**config.mk**
```make
export PLATFORM = sky130hd
export DESIGN_NAME = lv_adc_rd_sched_flat
export DESIGN_NICKNAME = d
export VERILOG_FILES = /design/src/rtl/lv_pkg.sv /design/src/rtl/lv_adc_rd_sched_if.sv /design/src/rtl/lv_rr_arb2.sv /design/src/rtl/lv_adc_rd_sched.sv /design/src/flat_wrapper.sv
export SDC_FILE = /design/constraint.sdc
export NUM_CORES = 1
export LEC_CHECK = 0
export ABC_AREA = 1
export CORE_MARGIN = 2
export CORE_UTILIZATION = 35
export CTS_CLUSTER_SIZE = 16
export DETAILED_ROUTE_END_ITERATION = 10
export GPL_ROUTABILITY_DRIVEN = 0
export PLACE_DENSITY = 0.69
export SLEW_MARGIN = 0
export SYNTH_ARGS = -nofsm -noshare
export SYNTH_HDL_FRONTEND = slang
export SYNTH_SLANG_ARGS = --single-unit
```
**constraint.sdc**
```tcl
create_clock -name i_clk -period 1.45 [get_ports i_clk]
set_input_delay 0.435 -clock i_clk [delete_from_list [all_inputs] [get_ports i_clk]]
set_output_delay 0.435 -clock i_clk [all_outputs]
set_load 0.02 [all_outputs]
```
**src/rtl/lv_pkg.sv**
```systemverilog
// Shared types for the LV-side ADC readback scheduler.
// Contents: scheduler FSM state encoding and ADC channel identifiers.
// No ports; imported by the scheduler, its arbiter and the link interface users.
package lv_pkg;

  typedef enum logic [1:0] {
    ADC_SCH_IDLE,
    ADC_SCH_REQ,
    ADC_SCH_WAIT,
    ADC_SCH_DONE
  } adc_sch_state_e;

  localparam logic ADC_CH1 = 1'b0;
  localparam logic ADC_CH2 = 1'b1;

endpackage

```
**src/rtl/lv_adc_rd_sched_if.sv**
```systemverilog
// One-wire link (OWT) request/response bundle between the ADC readback scheduler and the tx/rx engine.
// Ports: o_owt_req/o_owt_ch (scheduler -> link), i_owt_ack, i_owt_rsp_vld/_err/_data (link -> scheduler).
// Modports: master = scheduler side, slave = link engine side. Signal names keep the scheduler's view.
interface lv_adc_rd_sched_if #(
  parameter int DATA_W = 8
);
  logic              o_owt_req;
  logic              o_owt_ch;
  logic              i_owt_ack;
  logic              i_owt_rsp_vld;
  logic              i_owt_rsp_err;
  logic [DATA_W-1:0] i_owt_rsp_data;

  modport master (
    output o_owt_req, o_owt_ch,
    input  i_owt_ack, i_owt_rsp_vld, i_owt_rsp_err, i_owt_rsp_data
  );

  modport slave (
    input  o_owt_req, o_owt_ch,
    output i_owt_ack, i_owt_rsp_vld, i_owt_rsp_err, i_owt_rsp_data
  );
endinterface

```
**src/rtl/lv_rr_arb2.sv**
```systemverilog
// Two-way round-robin arbiter: on a tie, grants the requester not served last.
// Ports: clk, rst_n (async, active low), req[1:0], gnt_en (grant taken this cycle), gnt_idx.
// gnt_idx is combinational; the last-served pointer only moves when gnt_en is high.
module lv_rr_arb2
  import lv_pkg::*;
(
  input  logic       clk,
  input  logic       rst_n,
  input  logic [1:0] req,
  input  logic       gnt_en,
  output logic       gnt_idx
);

  logic last_q;

  always_comb begin
    gnt_idx = ADC_CH1;
    if (req == 2'b11) begin
      gnt_idx = ~last_q;
    end else if (req[1]) begin
      gnt_idx = ADC_CH2;
    end
  end

  // Pointer starts as "ADC2 served last" so ADC1 wins the first tie.
  always_ff @(posedge clk or negedge rst_n) begin
    if (!rst_n) begin
      last_q <= ADC_CH2;
    end else if (gnt_en) begin
      last_q <= gnt_idx;
    end
  end

endmodule

```
**src/rtl/lv_adc_rd_sched.sv**
```systemverilog
// ADC readback scheduler: arbitrates ADC1/ADC2 over the shared OWT link, one transaction in flight.
// Ports: i_clk/i_rst_n, i_sched_en, i_adcN_req -> o_adcN_ack, owt link bundle, o_adcN_data/_vld, o_err.
// Option: define LV_ADC_RD_SCHED_RETRY_EN to retry a failed transaction once before reporting o_err.
module lv_adc_rd_sched
  import lv_pkg::*;
#(
  parameter int DATA_W  = 8,
  parameter int TMO_CYC = 200,
  parameter int TMO_W   = 8
) (
  input  logic              i_clk,
  input  logic              i_rst_n,
  input  logic              i_sched_en,
  input  logic              i_adc1_req,
  input  logic              i_adc2_req,
  output logic              o_adc1_ack,
  output logic              o_adc2_ack,
  lv_adc_rd_sched_if.master owt,
  output logic [DATA_W-1:0] o_adc1_data,
  output logic [DATA_W-1:0] o_adc2_data,
  output logic              o_adc1_vld,
  output logic              o_adc2_vld,
  output logic              o_err
);

  localparam logic [TMO_W-1:0] TMO_LAST = TMO_W'(TMO_CYC - 1);

  adc_sch_state_e   state_q, state_d;
  logic             ch_q;
  logic             err_q;
  logic [TMO_W-1:0] tmo_cnt_q;
  logic             gnt_idx;
  logic             grant;
  logic             in_wait;
  logic             tmo_hit;
  logic             rsp_ok;
  logic             fail;
  logic             fail_final;

  assign grant   = (state_q == ADC_SCH_IDLE) & i_sched_en & (i_adc1_req | i_adc2_req);
  assign in_wait = (state_q == ADC_SCH_WAIT);
  assign tmo_hit = (tmo_cnt_q == TMO_LAST);
  assign rsp_ok  = in_wait & owt.i_owt_rsp_vld & ~owt.i_owt_rsp_err;
  // A response in the timeout cycle takes priority over the timeout.
  assign fail    = in_wait & (owt.i_owt_rsp_vld ? owt.i_owt_rsp_err : tmo_hit);

  lv_rr_arb2 u_arb (
    .clk     (i_clk),
    .rst_n   (i_rst_n),
    .req     ({i_adc2_req, i_adc1_req}),
    .gnt_en  (grant),
    .gnt_idx (gnt_idx)
  );

`ifdef LV_ADC_RD_SCHED_RETRY_EN
  // First failure goes back to REQ for the same channel; only the second one is final.
  logic retry_q;
  assign fail_final = fail & retry_q;

  always_ff @(posedge i_clk or negedge i_rst_n) begin
    if (!i_rst_n) begin
      retry_q <= 1'b0;
    end else if (grant) begin
      retry_q <= 1'b0;
    end else if (fail) begin
      retry_q <= 1'b1;
    end
  end
`else
  assign fail_final = fail;
`endif

  always_comb begin
    state_d = state_q;
    case (state_q)
      ADC_SCH_IDLE: if (grant) state_d = ADC_SCH_REQ;
      ADC_SCH_REQ:  if (owt.i_owt_ack) state_d = ADC_SCH_WAIT;
      ADC_SCH_WAIT: begin
        if (rsp_ok || fail_final) begin
          state_d = ADC_SCH_DONE;
        end else if (fail) begin
          state_d = ADC_SCH_REQ;
        end
      end
      ADC_SCH_DONE: state_d = ADC_SCH_IDLE;
      default:      state_d = ADC_SCH_IDLE;
    endcase
  end

  always_ff @(posedge i_clk or negedge i_rst_n) begin
    if (!i_rst_n) begin
      state_q <= ADC_SCH_IDLE;
      ch_q    <= ADC_CH1;
      err_q   <= 1'b0;
    end else begin
      state_q <= state_d;
      if (grant) begin
        ch_q  <= gnt_idx;
        err_q <= 1'b0;
      end else if (fail_final) begin
        err_q <= 1'b1;
      end
    end
  end

  // Cleared whenever not waiting, so each WAIT entry (including a retry) starts from zero.
  always_ff @(posedge i_clk or negedge i_rst_n) begin
    if (!i_rst_n) begin
      tmo_cnt_q <= '0;
    end else if (!in_wait) begin
      tmo_cnt_q <= '0;
    end else if (!tmo_hit) begin
      tmo_cnt_q <= tmo_cnt_q + 1'b1;
    end
  end

  always_ff @(posedge i_clk or negedge i_rst_n) begin
    if (!i_rst_n) begin
      o_adc1_data <= '0;
      o_adc2_data <= '0;
      o_adc1_vld  <= 1'b0;
      o_adc2_vld  <= 1'b0;
    end else if (rsp_ok) begin
      if (ch_q == ADC_CH2) begin
        o_adc2_data <= owt.i_owt_rsp_data;
        o_adc2_vld  <= 1'b1;
      end else begin
        o_adc1_data <= owt.i_owt_rsp_data;
        o_adc1_vld  <= 1'b1;
      end
    end
  end

  assign owt.o_owt_req = (state_q == ADC_SCH_REQ);
  assign owt.o_owt_ch  = ch_q;
  assign o_adc1_ack    = (state_q == ADC_SCH_DONE) & (ch_q == ADC_CH1);
  assign o_adc2_ack    = (state_q == ADC_SCH_DONE) & (ch_q == ADC_CH2);
  assign o_err         = (state_q == ADC_SCH_DONE) & err_q;

endmodule

```
**src/flat_wrapper.sv**
```systemverilog
// flat-port wrapper written by rule: the top's interface ports become plain ports
module lv_adc_rd_sched_flat import lv_pkg::*;
#(
  parameter int DATA_W  = 8,
  parameter int TMO_CYC = 200,
  parameter int TMO_W   = 8
)
  (i_clk, i_rst_n, i_sched_en, i_adc1_req, i_adc2_req, o_adc1_ack, o_adc2_ack, o_adc1_data, o_adc2_data, o_adc1_vld, o_adc2_vld, o_err, owt_o_owt_req, owt_o_owt_ch, owt_i_owt_ack, owt_i_owt_rsp_vld, owt_i_owt_rsp_err, owt_i_owt_rsp_data);
  lv_adc_rd_sched_if #(.DATA_W(DATA_W)) owt_i ();
  input  logic i_clk;
  input  logic i_rst_n;
  input  logic i_sched_en;
  input  logic i_adc1_req;
  input  logic i_adc2_req;
  output logic o_adc1_ack;
  output logic o_adc2_ack;
  output logic [DATA_W-1:0] o_adc1_data;
  output logic [DATA_W-1:0] o_adc2_data;
  output logic o_adc1_vld;
  output logic o_adc2_vld;
  output logic o_err;
  output wire logic [$bits(owt_i.o_owt_req)-1:0] owt_o_owt_req;
  output wire logic [$bits(owt_i.o_owt_ch)-1:0] owt_o_owt_ch;
  input wire logic [$bits(owt_i.i_owt_ack)-1:0] owt_i_owt_ack;
  input wire logic [$bits(owt_i.i_owt_rsp_vld)-1:0] owt_i_owt_rsp_vld;
  input wire logic [$bits(owt_i.i_owt_rsp_err)-1:0] owt_i_owt_rsp_err;
  input wire logic [$bits(owt_i.i_owt_rsp_data)-1:0] owt_i_owt_rsp_data;
  assign owt_o_owt_req = owt_i.o_owt_req;
  assign owt_o_owt_ch = owt_i.o_owt_ch;
  assign owt_i.i_owt_ack = owt_i_owt_ack;
  assign owt_i.i_owt_rsp_vld = owt_i_owt_rsp_vld;
  assign owt_i.i_owt_rsp_err = owt_i_owt_rsp_err;
  assign owt_i.i_owt_rsp_data = owt_i_owt_rsp_data;
  lv_adc_rd_sched #(.DATA_W(DATA_W), .TMO_CYC(TMO_CYC), .TMO_W(TMO_W)) u_core (.i_clk(i_clk), .i_rst_n(i_rst_n), .i_sched_en(i_sched_en), .i_adc1_req(i_adc1_req), .i_adc2_req(i_adc2_req), .o_adc1_ack(o_adc1_ack), .o_adc2_ack(o_adc2_ack), .owt(owt_i), .o_adc1_data(o_adc1_data), .o_adc2_data(o_adc2_data), .o_adc1_vld(o_adc1_vld), .o_adc2_vld(o_adc2_vld), .o_err(o_err));
endmodule
```
==> impl_metrics.tcl <==
set metrics [dict create \
    outcome "complete, but fails checks" \
    violations "setup timing" \
    route.detailed.drc 0 \
    drt-total-wl_um 3120 \
    clock-skew-final_ns 0.00739 \
    ir_drop_mv 0.853 \
    crit_required_ns 1.02 \
    io_pins 39 \
    hold_buffers 0 \
    r2r_end "u_core.o_adc1_data[5]" \
    ant_nets 0 \
    grt_remaining_overflow 0 \
    path_clk_slew_ns 0.06 \
    core_area_sq_um 4000 \
    fin_nets 234 \
    final_common_cell "dfrtp_1" \
    drt_pass1_iterations 4 \
    cts.sinks 31 \
    end_kind "output pin" \
    fin_ws_ns -0.0290 \
    grt_max_degree 20 \
    synth_warnings 0 \
    rrSetupSlack_ns 0.02 \
    syn_avg_cell_area_sq_um 9.03 \
    final_cell_mix "dfrtp_1 (28), nand2_1 (26), inv_1 (21), o21ai_2 (16), clkdlybuf4s50_1 (15)" \
    period_minus_slack_ns 1.48 \
    rsz0062_at_grt "true" \
    cts_root_buf "clkbuf_8" \
    wl_per_cell_um 11.7 \
    maxCapViolCount 0 \
    min_path_type "flop to flop" \
    power-per-cell-area_nw_per_um2 1790 \
    max_freq_mhz 676 \
    grt_pass1_vias 1107 \
    layout-drive-gt1-share 0.353 \
    critPathLaunch "u_core.state_q[1]" \
    regArea_sq_um 779 \
    period_share 1.02 \
    critPathLaunchType "flop" \
    cts_buffers 5 \
    antenna_found_initial 0 \
    fillerInstances 389 \
    slew_headroom 0.809 \
    hold_viol 0 \
    setup_tns_ns -0.0961 \
    die_x_um 68.3 \
    synth_nets 177 \
    reg2regPathDepth 9 \
    synthesis.area_sq_um 1450 \
    hold_depth 2 \
    leakage_nw 1.03 \
    tightest_slew_ns 0.283 \
    slew_violations 0 \
    die_area_sq_um 4660 \
    regToRegStartpoint "u_core.state_q[1]" \
    crit_type "flop to output pin" \
    ys_ff_latch 31 \
    ctsLongestPathBuffers 2 \
    dp_hpwl_um 2190 \
    drt_iter0_drc 42 \
    grt.total_usage 0.150 \
    cp_data_arrival_time_ns 1.04 \
    htree_levels 2 \
    start_util 0.361 \
    multi_input_area_sq_um 678 \
    fp-row-count 23 \
    worstHoldStart "u_core.o_adc1_vld" \
    clkLatencyLatePin_ns 0.28 \
    power.total_mw 3.89 \
    vias_per_cell 4.46 \
    postSynthCellCount 160 \
    setup_viol 4 \
    yosysUniqueCellTypes 20 \
    syn_to_final_growth_pct 50.1 \
    worst-path-max-fanout 4 \
    n_antenna_cell 0 \
    yosysSeqAreaShare 0.538 \
    io_buffers 38 \
    vias 1194 \
    cts_tree "done" \
    die_h_um 68.3 \
    hold_end "u_core.o_adc1_vld" \
    grt_first_pass_wirelength_um 4930 \
]
synthesized netlist by cell type:
master,n,area (sq um)
a21boi_0,1,7.51
a21oi_1,6,30.0
a31oi_1,1,6.26
buf_2,1,5.00
buf_6,2,22.5
dfrtp_1,30,751
dfstp_2,1,26.3
ha_1,1,12.5
inv_1,23,86.3
inv_2,1,3.75
nand2_1,35,131
nand2_2,3,18.8
nand2_4,2,22.5
nand3_1,10,50.1
nor2_1,16,60.1
nor2_4,2,22.5
nor3b_1,1,7.51
o21ai_0,7,35.0
o21ai_2,16,140
or2_2,1,6.26
final cells by class:
class,instances,area share
Multi-Input combinational cell,104,0.313
Timing Repair Buffer,51,0.210
Sequential cell,31,0.359
Tap cell,50,0.0288
Clock buffer,8,0.0461
Inverter,24,0.0427
report_power, final:
group          internal [mW]  switching (mW)
clock                  0.433           0.306
sequential              1.16           0.251
combinational          0.779           0.956
metrics by stage:
| stage | setup slack [ns] | instance area [sq um] | std cells | utilization | hold slack [ns] |
|---|---|---|---|---|---|
| floorplan | 0.0505 | 1450 | 160 | - | 0.139 |
| global placement | -0.235 | 1940 | 255 | 0.484 | 0.456 |
| detailed placement | -0.249 | 1940 | 255 | 0.484 | 0.462 |
| CTS | -0.0594 | 2020 | 264 | 0.505 | 0.481 |
| global route | -0.0706 | 2170 | 268 | 0.542 | 0.494 |
| finish | -0.0290 | 2170 | 268 | 0.542 | 0.476 |
critical path: stages, from the launching register on:
cell,delay [ns]
dfrtp_2,0.46
nand2_4,0.14
nor2_4,0.04
buf_6,0.13
logic make-up (layout without fill, tap and decap cells):
family	count (synthesis)	in the layout	share of synthesized area
AND/OR/NAND/NOR	70	72	0.221
AO/OA/AOI/OAI	31	31	0.152
flip-flops	31	31	0.538
buffers and inverters	27	83	0.0814
adder cells (fa/ha/maj)	1	1	0.00866
flip-flops by register name, summed over array words and instances, names as in the netlist:
register             count
u_core.err_q             1
u_core.o_adc1_data       8
u_core.o_adc1_vld        1
u_core.o_adc2_data       8
u_core.o_adc2_vld        1
u_core.owt.o_owt_ch      1
u_core.state_q           2
u_core.tmo_cnt_q         8
u_core.u_arb.last_q      1
worst max-delay path by stage:
stage                          to  slack (ns)  cells past startpoint
floorplan              o_adc2_ack        0.05                      2
global placement    owt_o_owt_req       -0.23                      3
detailed placement  owt_o_owt_req       -0.25                      3
CTS                 owt_o_owt_req       -0.06                      3
global route           o_adc2_ack       -0.07                      3
finish                 o_adc1_ack       -0.03                      3
metal layers:
| metal | track usage | share of wire |
|---|---|---|
| met1 | 0.188 | 0.43 |
| met4 | 0.0675 | 0.013 |
| met2 | 0.229 | 0.48 |
| met3 | 0.0592 | 0.069 |
| met5 | 0 | 0 |
repair_timing:
action / in CTS / in global routing
pin swaps: 0 / 4
resized for setup: 48 / 53
gates cloned: 0 / 2
buffers inserted: 1 / 3
setup endpoints to repair: 23 / 35
(Power assumes the default switching activity.)
